### config.mk
export PLATFORM = sky130hd
export DESIGN_NAME = oled_spi_ctrl_flat
export DESIGN_NICKNAME = d
export VERILOG_FILES = /design/src/rtl/oled_spi_ctrl_if.sv /design/src/rtl/oled_spi_ctrl.sv /design/src/flat_wrapper.sv
export SDC_FILE = /design/constraint.sdc
export NUM_CORES = 1
export LEC_CHECK = 0
export CORE_AREA = 3 3 182 95
export DETAILED_ROUTE_END_ITERATION = 12
export DIE_AREA = 0 0 185 98
export PLACE_DENSITY = 0.69
export SLEW_MARGIN = 40
export SYNTH_ARGS = -nofsm -noshare
export SYNTH_HDL_FRONTEND = slang
export SYNTH_SLANG_ARGS = --single-unit
### constraint.sdc
create_clock -name CLK12 -period 3.5 [get_ports CLK12]
set_input_delay 1.05 -clock CLK12 [delete_from_list [all_inputs] [get_ports CLK12]]
set_output_delay 1.05 -clock CLK12 [all_outputs]
set_load 0.005 [all_outputs]
### src/rtl/oled_spi_ctrl_if.sv
// Byte-write port of the OLED SPI controller: byte, D/C flag and valid/ready
// handshake, plus the FIFO occupancy reported back to the writer.
interface oled_spi_ctrl_if #(
    parameter int FIFO_DEPTH = 16
);
    localparam int LW = $clog2(FIFO_DEPTH) + 1;

    logic [7:0]    IN_DATA;
    logic          IN_DC;
    logic          IN_VALID;
    logic          IN_READY;
    logic [LW-1:0] FIFO_LEVEL;

    modport master (
        output IN_DATA, IN_DC, IN_VALID,
        input  IN_READY, FIFO_LEVEL
    );

    modport slave (
        input  IN_DATA, IN_DC, IN_VALID,
        output IN_READY, FIFO_LEVEL
    );
endinterface

### src/rtl/oled_spi_ctrl.sv
// Write-only SPI master (mode 0, MSB first) for SSD13xx OLED panels with
// power-on reset sequencing and a command/data byte FIFO.
module oled_spi_ctrl #(
    parameter int CLK_DIV         = 2,
    parameter int RES_LOW_CYCLES  = 1200,
    parameter int RES_WAIT_CYCLES = 3600,
    parameter int FIFO_DEPTH      = 16
) (
    input  logic             CLK12,
    input  logic             RSTb,
    input  logic             ENABLE,
    input  logic             REINIT,
    oled_spi_ctrl_if.slave   bus,
    output logic             BUSY,
    output logic             OLED_RESb,
    output logic             OLED_CSb,
    output logic             OLED_DCb,
    output logic             OLED_SDIN,
    output logic             OLED_SCLK
);
    localparam int AW    = $clog2(FIFO_DEPTH);
    localparam int TMAX1 = (RES_LOW_CYCLES > RES_WAIT_CYCLES) ? RES_LOW_CYCLES : RES_WAIT_CYCLES;
    localparam int TMAX  = (TMAX1 > CLK_DIV) ? TMAX1 : CLK_DIV;
    localparam int CW    = $clog2(TMAX + 1);

    typedef enum logic [2:0] {
        S_RES_LOW, S_RES_WAIT, S_IDLE, S_LOAD, S_SHIFT_LO, S_SHIFT_HI, S_END
    } state_t;

    state_t         state_reg, state_next;
    logic [CW-1:0]  cnt_reg, cnt_next;
    logic [2:0]     bit_reg, bit_next;
    logic [7:0]     sh_reg, sh_next;
    logic           resb_reg, resb_next;
    logic           csb_reg, csb_next;
    logic           dcb_reg, dcb_next;
    logic           sdin_reg, sdin_next;
    logic           sclk_reg, sclk_next;
    logic           reinit_reg, reinit_next, reinit_clr;

    logic [8:0]     mem [FIFO_DEPTH];
    logic [AW:0]    wr_ptr_reg, rd_ptr_reg;
    logic [AW:0]    level;
    logic           empty, full, push, pop;
    logic [8:0]     head;

    assign level = wr_ptr_reg - rd_ptr_reg;
    assign empty = (level == '0);
    assign full  = (level == (AW+1)'(FIFO_DEPTH));
    assign push  = bus.IN_VALID && !full;
    assign head  = mem[rd_ptr_reg[AW-1:0]];

    assign bus.IN_READY   = !full;
    assign bus.FIFO_LEVEL = level;

    always_ff @(posedge CLK12) begin
        if (push) begin
            mem[wr_ptr_reg[AW-1:0]] <= {bus.IN_DC, bus.IN_DATA};
        end
    end

    always_ff @(posedge CLK12 or negedge RSTb) begin
        if (!RSTb) begin
            wr_ptr_reg <= '0;
            rd_ptr_reg <= '0;
            state_reg  <= S_RES_LOW;
            cnt_reg    <= '0;
            bit_reg    <= '0;
            sh_reg     <= '0;
            resb_reg   <= 1'b0;
            csb_reg    <= 1'b1;
            dcb_reg    <= 1'b0;
            sdin_reg   <= 1'b0;
            sclk_reg   <= 1'b0;
            reinit_reg <= 1'b0;
        end else begin
            if (push) wr_ptr_reg <= wr_ptr_reg + 1'b1;
            if (pop)  rd_ptr_reg <= rd_ptr_reg + 1'b1;
            state_reg  <= state_next;
            cnt_reg    <= cnt_next;
            bit_reg    <= bit_next;
            sh_reg     <= sh_next;
            resb_reg   <= resb_next;
            csb_reg    <= csb_next;
            dcb_reg    <= dcb_next;
            sdin_reg   <= sdin_next;
            sclk_reg   <= sclk_next;
            reinit_reg <= reinit_next;
        end
    end

    // A new REINIT request wins over clearing, so a request is never lost.
    assign reinit_next = REINIT || (reinit_reg && !reinit_clr);

    always_comb begin
        state_next = state_reg;
        cnt_next   = cnt_reg + 1'b1;
        bit_next   = bit_reg;
        sh_next    = sh_reg;
        resb_next  = resb_reg;
        csb_next   = csb_reg;
        dcb_next   = dcb_reg;
        sdin_next  = sdin_reg;
        sclk_next  = sclk_reg;
        pop        = 1'b0;
        reinit_clr = 1'b0;
        case (state_reg)
            S_RES_LOW: begin
                resb_next = 1'b0;
                if (cnt_reg == CW'(RES_LOW_CYCLES - 1)) begin
                    cnt_next   = '0;
                    resb_next  = 1'b1;
                    state_next = S_RES_WAIT;
                end
            end
            S_RES_WAIT: begin
                if (cnt_reg == CW'(RES_WAIT_CYCLES - 1)) begin
                    cnt_next   = '0;
                    state_next = S_IDLE;
                end
            end
            S_IDLE: begin
                cnt_next  = '0;
                csb_next  = 1'b1;
                sclk_next = 1'b0;
                if (reinit_reg) begin
                    reinit_clr = 1'b1;
                    resb_next  = 1'b0;
                    state_next = S_RES_LOW;
                end else if (ENABLE && !empty) begin
                    state_next = S_LOAD;
                end
            end
            S_LOAD: begin
                pop        = 1'b1;
                cnt_next   = '0;
                csb_next   = 1'b0;
                dcb_next   = head[8];
                sh_next    = head[7:0];
                sdin_next  = head[7];
                bit_next   = 3'd7;
                state_next = S_SHIFT_LO;
            end
            S_SHIFT_LO: begin
                if (cnt_reg == CW'(CLK_DIV - 1)) begin
                    cnt_next   = '0;
                    sclk_next  = 1'b1;
                    state_next = S_SHIFT_HI;
                end
            end
            S_SHIFT_HI: begin
                if (cnt_reg == CW'(CLK_DIV - 1)) begin
                    cnt_next  = '0;
                    sclk_next = 1'b0;
                    if (bit_reg != 3'd0) begin
                        bit_next   = bit_reg - 1'b1;
                        sh_next    = {sh_reg[6:0], 1'b0};
                        sdin_next  = sh_reg[6];
                        state_next = S_SHIFT_LO;
                    end else if (ENABLE && !empty && !reinit_reg) begin
                        // Chain the next byte without releasing CSb.
                        pop        = 1'b1;
                        dcb_next   = head[8];
                        sh_next    = head[7:0];
                        sdin_next  = head[7];
                        bit_next   = 3'd7;
                        state_next = S_SHIFT_LO;
                    end else begin
                        state_next = S_END;
                    end
                end
            end
            S_END: begin
                // CSb rises CLK_DIV+1 cycles after the last SCLK falling edge.
                if (cnt_reg == CW'(CLK_DIV)) begin
                    cnt_next   = '0;
                    csb_next   = 1'b1;
                    state_next = S_IDLE;
                end
            end
            default: begin
                state_next = S_RES_LOW;
            end
        endcase
    end

    assign BUSY      = (state_reg != S_IDLE) || !empty;
    assign OLED_RESb = resb_reg;
    assign OLED_CSb  = csb_reg;
    assign OLED_DCb  = dcb_reg;
    assign OLED_SDIN = sdin_reg;
    assign OLED_SCLK = sclk_reg;
endmodule

### src/flat_wrapper.sv
// flat-port wrapper written by rule: the top's interface ports become plain ports
module oled_spi_ctrl_flat 
#(
    parameter int CLK_DIV         = 2,
    parameter int RES_LOW_CYCLES  = 1200,
    parameter int RES_WAIT_CYCLES = 3600,
    parameter int FIFO_DEPTH      = 16
)
  (CLK12, RSTb, ENABLE, REINIT, BUSY, OLED_RESb, OLED_CSb, OLED_DCb, OLED_SDIN, OLED_SCLK, bus_IN_DATA, bus_IN_DC, bus_IN_VALID, bus_IN_READY, bus_FIFO_LEVEL);
  oled_spi_ctrl_if #(.FIFO_DEPTH(FIFO_DEPTH)) bus_i ();
  input  logic CLK12;
  input  logic RSTb;
  input  logic ENABLE;
  input  logic REINIT;
  output logic BUSY;
  output logic OLED_RESb;
  output logic OLED_CSb;
  output logic OLED_DCb;
  output logic OLED_SDIN;
  output logic OLED_SCLK;
  input wire logic [$bits(bus_i.IN_DATA)-1:0] bus_IN_DATA;
  input wire logic [$bits(bus_i.IN_DC)-1:0] bus_IN_DC;
  input wire logic [$bits(bus_i.IN_VALID)-1:0] bus_IN_VALID;
  output wire logic [$bits(bus_i.IN_READY)-1:0] bus_IN_READY;
  output wire logic [$bits(bus_i.FIFO_LEVEL)-1:0] bus_FIFO_LEVEL;
  assign bus_i.IN_DATA = bus_IN_DATA;
  assign bus_i.IN_DC = bus_IN_DC;
  assign bus_i.IN_VALID = bus_IN_VALID;
  assign bus_IN_READY = bus_i.IN_READY;
  assign bus_FIFO_LEVEL = bus_i.FIFO_LEVEL;
  oled_spi_ctrl #(.CLK_DIV(CLK_DIV), .RES_LOW_CYCLES(RES_LOW_CYCLES), .RES_WAIT_CYCLES(RES_WAIT_CYCLES), .FIFO_DEPTH(FIFO_DEPTH)) u_core (.CLK12(CLK12), .RSTb(RSTb), .ENABLE(ENABLE), .REINIT(REINIT), .bus(bus_i), .BUSY(BUSY), .OLED_RESb(OLED_RESb), .OLED_CSb(OLED_CSb), .OLED_DCb(OLED_DCb), .OLED_SDIN(OLED_SDIN), .OLED_SCLK(OLED_SCLK));
endmodule
# Word level (Yosys, flattened, before mapping)
# Memories as Yosys holds them, arrays and structs flattened.
# Cells that the tools add are included.
# totals
out_inout_bits	12
mem_bits_ro	0
in_bits	14
latchBits	0
mem_bits_rw	144
register_bits	41
memories	1
wordCells	112
# mem_list
memory	depth	width	read_ports	rd_clocked_by_memory_dff	write_ports	line	rtl
u_core.mem	16	9	1	0	1	oled_spi_ctrl.sv:41	logic [8:0] mem [FIFO_DEPTH];
# op_classes
n_div	0
addsub	5
shifts	0
mul	0
bitwise	0
n_reduce_logical	25
n_eq_ne	22
magnitude_cmp	0
n_mux	47
# op_table
op	n
$pmux 12 s5	1
$mux 12	4
$mux 3	11
$mux 7	3
$pmux 3 s7	1
$mux 1	18
$ne 2x1->1 const B	7
$pmux 7 s2	1
$add 12x1->12 const B	1
$eq 12x1->1 const B	1
$eq 12x11->1 const B	1
$eq 12x12->1 const B	1
$eq 12x2->1 const B	1
$add 5x1->5 const B	2
$eq 3x3->1 const B	3
$reduce_bool 3->1	3
$pmux 1 s2	4
$eq 3x2->1 const B	2
$ne 3x1->1 const B	2
$pmux 1 s3	2
$pmux 3 s2	1
$reduce_and 3->1	2
$reduce_and 6->1	1
$eq 5x5->1 const B	1
other kinds (15)	25

# Longest topological paths before layout
# depth
ltp_word	9
mapped_depth	10
ltp_nobuf	10

# Least setup slack after synthesis
# OpenSTA, ideal clock, no wires.
# synth_path
kind	reg2reg
startpoint	register u_core.rd_ptr_reg[2]
endpoint	memory u_core.mem[3][0] (enable)
period_less_slack_ps	3539
arrival_time_ps	3152
n_path_buf	1
stages_incl_launch_ff	11
t_required_ps	3113
setup_time_ps	387
setup_slack_ps	-39
cell_sequence	dfrtp_1 > clkinv_1 > buf_1 > ha_1 > nand2b_1 > a21oi_1 > xor2_1 > inv_1 > a21boi_2 > nand2_1 > nor3_1
# synth_via
elab_chain_cells	6
# synth_rtl
item	line	rtl
start: declaration	oled_spi_ctrl.sv:42	logic [AW:0] wr_ptr_reg, rd_ptr_reg;
start signal: assignment	oled_spi_ctrl.sv:78	if (pop) rd_ptr_reg <= rd_ptr_reg + 1'b1;
$sub 5x5->5	oled_spi_ctrl.sv:47	assign level = wr_ptr_reg - rd_ptr_reg;
named net bus_FIFO_LEVEL[4]	flat_wrapper.sv:25	output wire logic [$bits(bus_i.FIFO_LEVEL)-1:0] bus_FIFO_LEVEL;
$eq 5x5->1	oled_spi_ctrl.sv:49	assign full = (level == (AW+1)'(FIFO_DEPTH));
$logic_not 1->1	oled_spi_ctrl.sv:50	assign push = bus.IN_VALID && !full;
$logic_and 1x1->1	oled_spi_ctrl.sv:50	
$mux 1	oled_spi_ctrl.sv:57	if (push) begin
$mux 1 (implied by the code)	oled_spi_ctrl.sv:58	mem[wr_ptr_reg[AW-1:0]] <= {bus.IN_DC, bus.IN_DATA};
end: declaration	oled_spi_ctrl.sv:41	
# The timed path passes the listed nets, and every way through them passes these cells.

# Final worst setup path
# layout_path
startpoint	register u_core.rd_ptr_reg[0]
endpoint	output BUSY
# layout_via
elab_chain_cells	4
# layout_rtl
item	line	rtl
$sub 5x5->5	oled_spi_ctrl.sv:47	
$logic_not 5->1	oled_spi_ctrl.sv:48	assign empty = (level == '0);
$logic_not 1->1	oled_spi_ctrl.sv:187	assign BUSY = (state_reg != S_IDLE) || !empty;
$logic_or 1x1->1	oled_spi_ctrl.sv:187	
end: declaration	flat_wrapper.sv:15	output logic BUSY;
# No other way between the ends.

==> reports/metrics.csv <==
metric;value;unit
viasPerCell;5.76;
period_share;100;%
hold_depth;1;
synth_top_cell_by_area;edfxtp_1;
dpl.hpwl;10100;um
grt_pass1_vias;4286;
setup_ws;-0.591;ps
placementRows;32;
syn_inst;463;
synth_xor_xnor_area_share;2.69;%
synth_top_family_by_area;multiplexers;
dp_worst_setup_slack;-1.55;ps
clock_skew;13.3;ps
dr.pass1.iters;4;
hp-start;u_core.wr_ptr_reg[4]$_DFFE_PN0P_;
clock-sinks;185;
hold_viol_final;0;
holdPathEnd;u_core.wr_ptr_reg[4]$_DFFE_PN0P_;
nNetsFinal;564;
track_usage;18.0;%
drive_gt1_share;26.6;%
synth.most_common_cell;edfxtp_1;
yosys_warnings;0;
synthDistinctLibCells;57;
crit_slowest_cell;fa_1;
synth_common_cells;edfxtp_1, mux4_2, dfrtp_1;
antenna_found_initial;0;
diodes;0;
clockRootBuffer;clkbuf_16;
synth.net_count;492;
io_pins;26;
clock_path_buffers;2;
post_drt_wl_per_cell;20.7;um
yosys.area_share.adder;2.48;%
setup_viol;1;
cts.htree.levels;4;
synth_mux_area_share;13.3;%
end_kind;output pin;
p_per_area;608;mW/mm2
grt_pass1_wl;24400;um
ir_drop;0.385;mV
synth_edf_count;144;
coreArea;0.0155;mm2
clkTransAtPathRegs;70;ps
synth_area_leaders;edfxtp_1, dfrtp_1, mux4_2, ha_1, nor2_1;
worstReg2RegStart;u_core.rd_ptr_reg[0]$_DFFE_PN0P_;
worstSkewPairLatency;430;ps
cp-start-kind;flop;
regToRegSetupSlack;390;ps
largest_register_ff_count;144;
place_congestion;0.775;
stdcell_count;752;
postSynthAreaPerCell;17.0;um2
portBuffers;25;
cts_buffers;17;
cp.arrival;2450;ps
critPathKind;flop to output pin;
syn_to_final_growth;17.5;%
grt_overflow_total;0;
status;finished, violations left;
reg2reg_to;u_core.mem[1][1]$_DFFE_PP_;
synth-simple-area-share;6.51;%
routed_wirelength;15500;um
vias;4330;
slew_headroom;53.7;%
path_cells;ha_4 -> fa_1 -> inv_2 -> or3_4 -> o31ai_4 -> nand4_1 -> buf_2;
yosysTopAreaCellShare;55.0;%
dp.cells;713;
worst_pin_slew;690;ps
async_flop_share;22.2;%
cap_violations;0;
grt_max_degree;42;
reg2reg_depth;12;
layout_min_cycle_time;3500;ps
ys_seq_area_share;68.1;%
initial_utilization;50.6;%
slew_violations;0;
hold_class;flop to flop;
ys_ff_latch;185;
failed_checks;setup timing;
grt_setup_unrepaired;yes;
ant_nets;0;
max_stage_delay;540;ps
required;2450;ps
fmax;286;MHz
die_x;185;um
ys.flop_type;edfxtp_1;
drt_iter0_drc;368;
netlist_area;0.00786;mm2
critPathMaxFanout;3;
postCtsHoldBufs;0;
dieArea;0.0181;mm2
p_leak;3.33;nW
die_h;98;um
drc_errors;0;
cts_tree;yes;
synth_compound_area_share;5.17;%
==> through the flow <==
| step | utilization, % | hold slack [ps] | total power [W] | TNS (ps) | area (um2) |
|---|---|---|---|---|---|
| final | 59.5 | 488 | 0.00561 | -0.591 | 9240 |
| after global routing | 59.5 | 501 | 0.00586 | -191 | 9240 |
| after CTS | 59.3 | 493 | 0.00563 | -68.8 | 9220 |
| after detailed placement | 55.3 | 471 | 0.00369 | -1.55 | 8590 |
| after global placement | 55.3 | 463 | 0.00366 | 0 | 8580 |
| after floorplan | - | 453 | 0.00319 | -352 | 7870 |
==> critical path: cells and delay by family (launching register included) <==
kind	cells	cell delay, ps
compound gates	1	220
fa+ha+maj	2	710
buf+inv	2	210
flops	1	420
simple gates	2	490
==> kinds of logic (layout without fill, tap and decap cells) <==
group / count (synthesis) / count (layout)
simple gates: 105 / 105
compound gates: 50 / 50
mux: 51 / 51
fa+ha+maj: 15 / 15
flops: 185 / 185
buf+inv: 35 / 120
xor+xnor: 22 / 22
==> cells in the final DEF, fill, tap and decap left out, drive strengths merged, types with 7 or more instances in the layout <==
cell type	count
edfxtp	144
buf	48
mux4	42
dfrtp	40
nor2	39
nand2	24
inv	24
clkdlybuf4s50	21
clkbuf	18
ha	14
xnor2	12
xor2	10
o21ai	8
nand3	7
a21oi	7
nor3	7
clkinv	7
==> worst max path at each step <==
stage | start | endpoint | slack (ps) | cells after the start
after floorplan | u_core.rd_ptr_reg[2]$_DFFE_PN0P_ | u_core.mem[1][0]$_DFFE_PP_ | -20 | 10
after global placement | u_core.rd_ptr_reg[0]$_DFFE_PN0P_ | BUSY | 10 | 7
after detailed placement | u_core.rd_ptr_reg[0]$_DFFE_PN0P_ | BUSY | -2 | 7
after CTS | u_core.rd_ptr_reg[0]$_DFFE_PN0P_ | BUSY | -70 | 7
after global routing | u_core.wr_ptr_reg[0]$_DFFE_PN0P_ | BUSY | -140 | 8
final | u_core.rd_ptr_reg[0]$_DFFE_PN0P_ | BUSY | -0.6 | 7
==> routing by layer <==
metal,vias to the layer above,global-route usage (%),part of all wire [%]
li1,1959,-,-
met2,90,27.1,47
met3,24,3.28,4.1
met5,-,0,0
met4,0,5.93,1.6
met1,2257,27.0,47
==> final cells by class <==
type	count	area, um2
fillers	1161	6300
flip-flops and latches	185	5350
multi-input cells	243	2400
repair buffers	70	578
clock buffers	18	429
well taps	204	255
clock inverters	14	150
inverters	18	67.6
==> power by group <==
part           internal [W]  switching (W)
sequential          0.00258      0.0000507
combinational      0.000562       0.000574
clock              0.000957       0.000892
==> repair_timing <==
action / in CTS / in global routing
setup buffers: 5 / 2
pin swaps: 7 / 3
endpoints found under the setup margin: 4 / 3
gates cloned: 0 / 0
resized for setup: 15 / 2
Power figures use the tool's default switching activity.
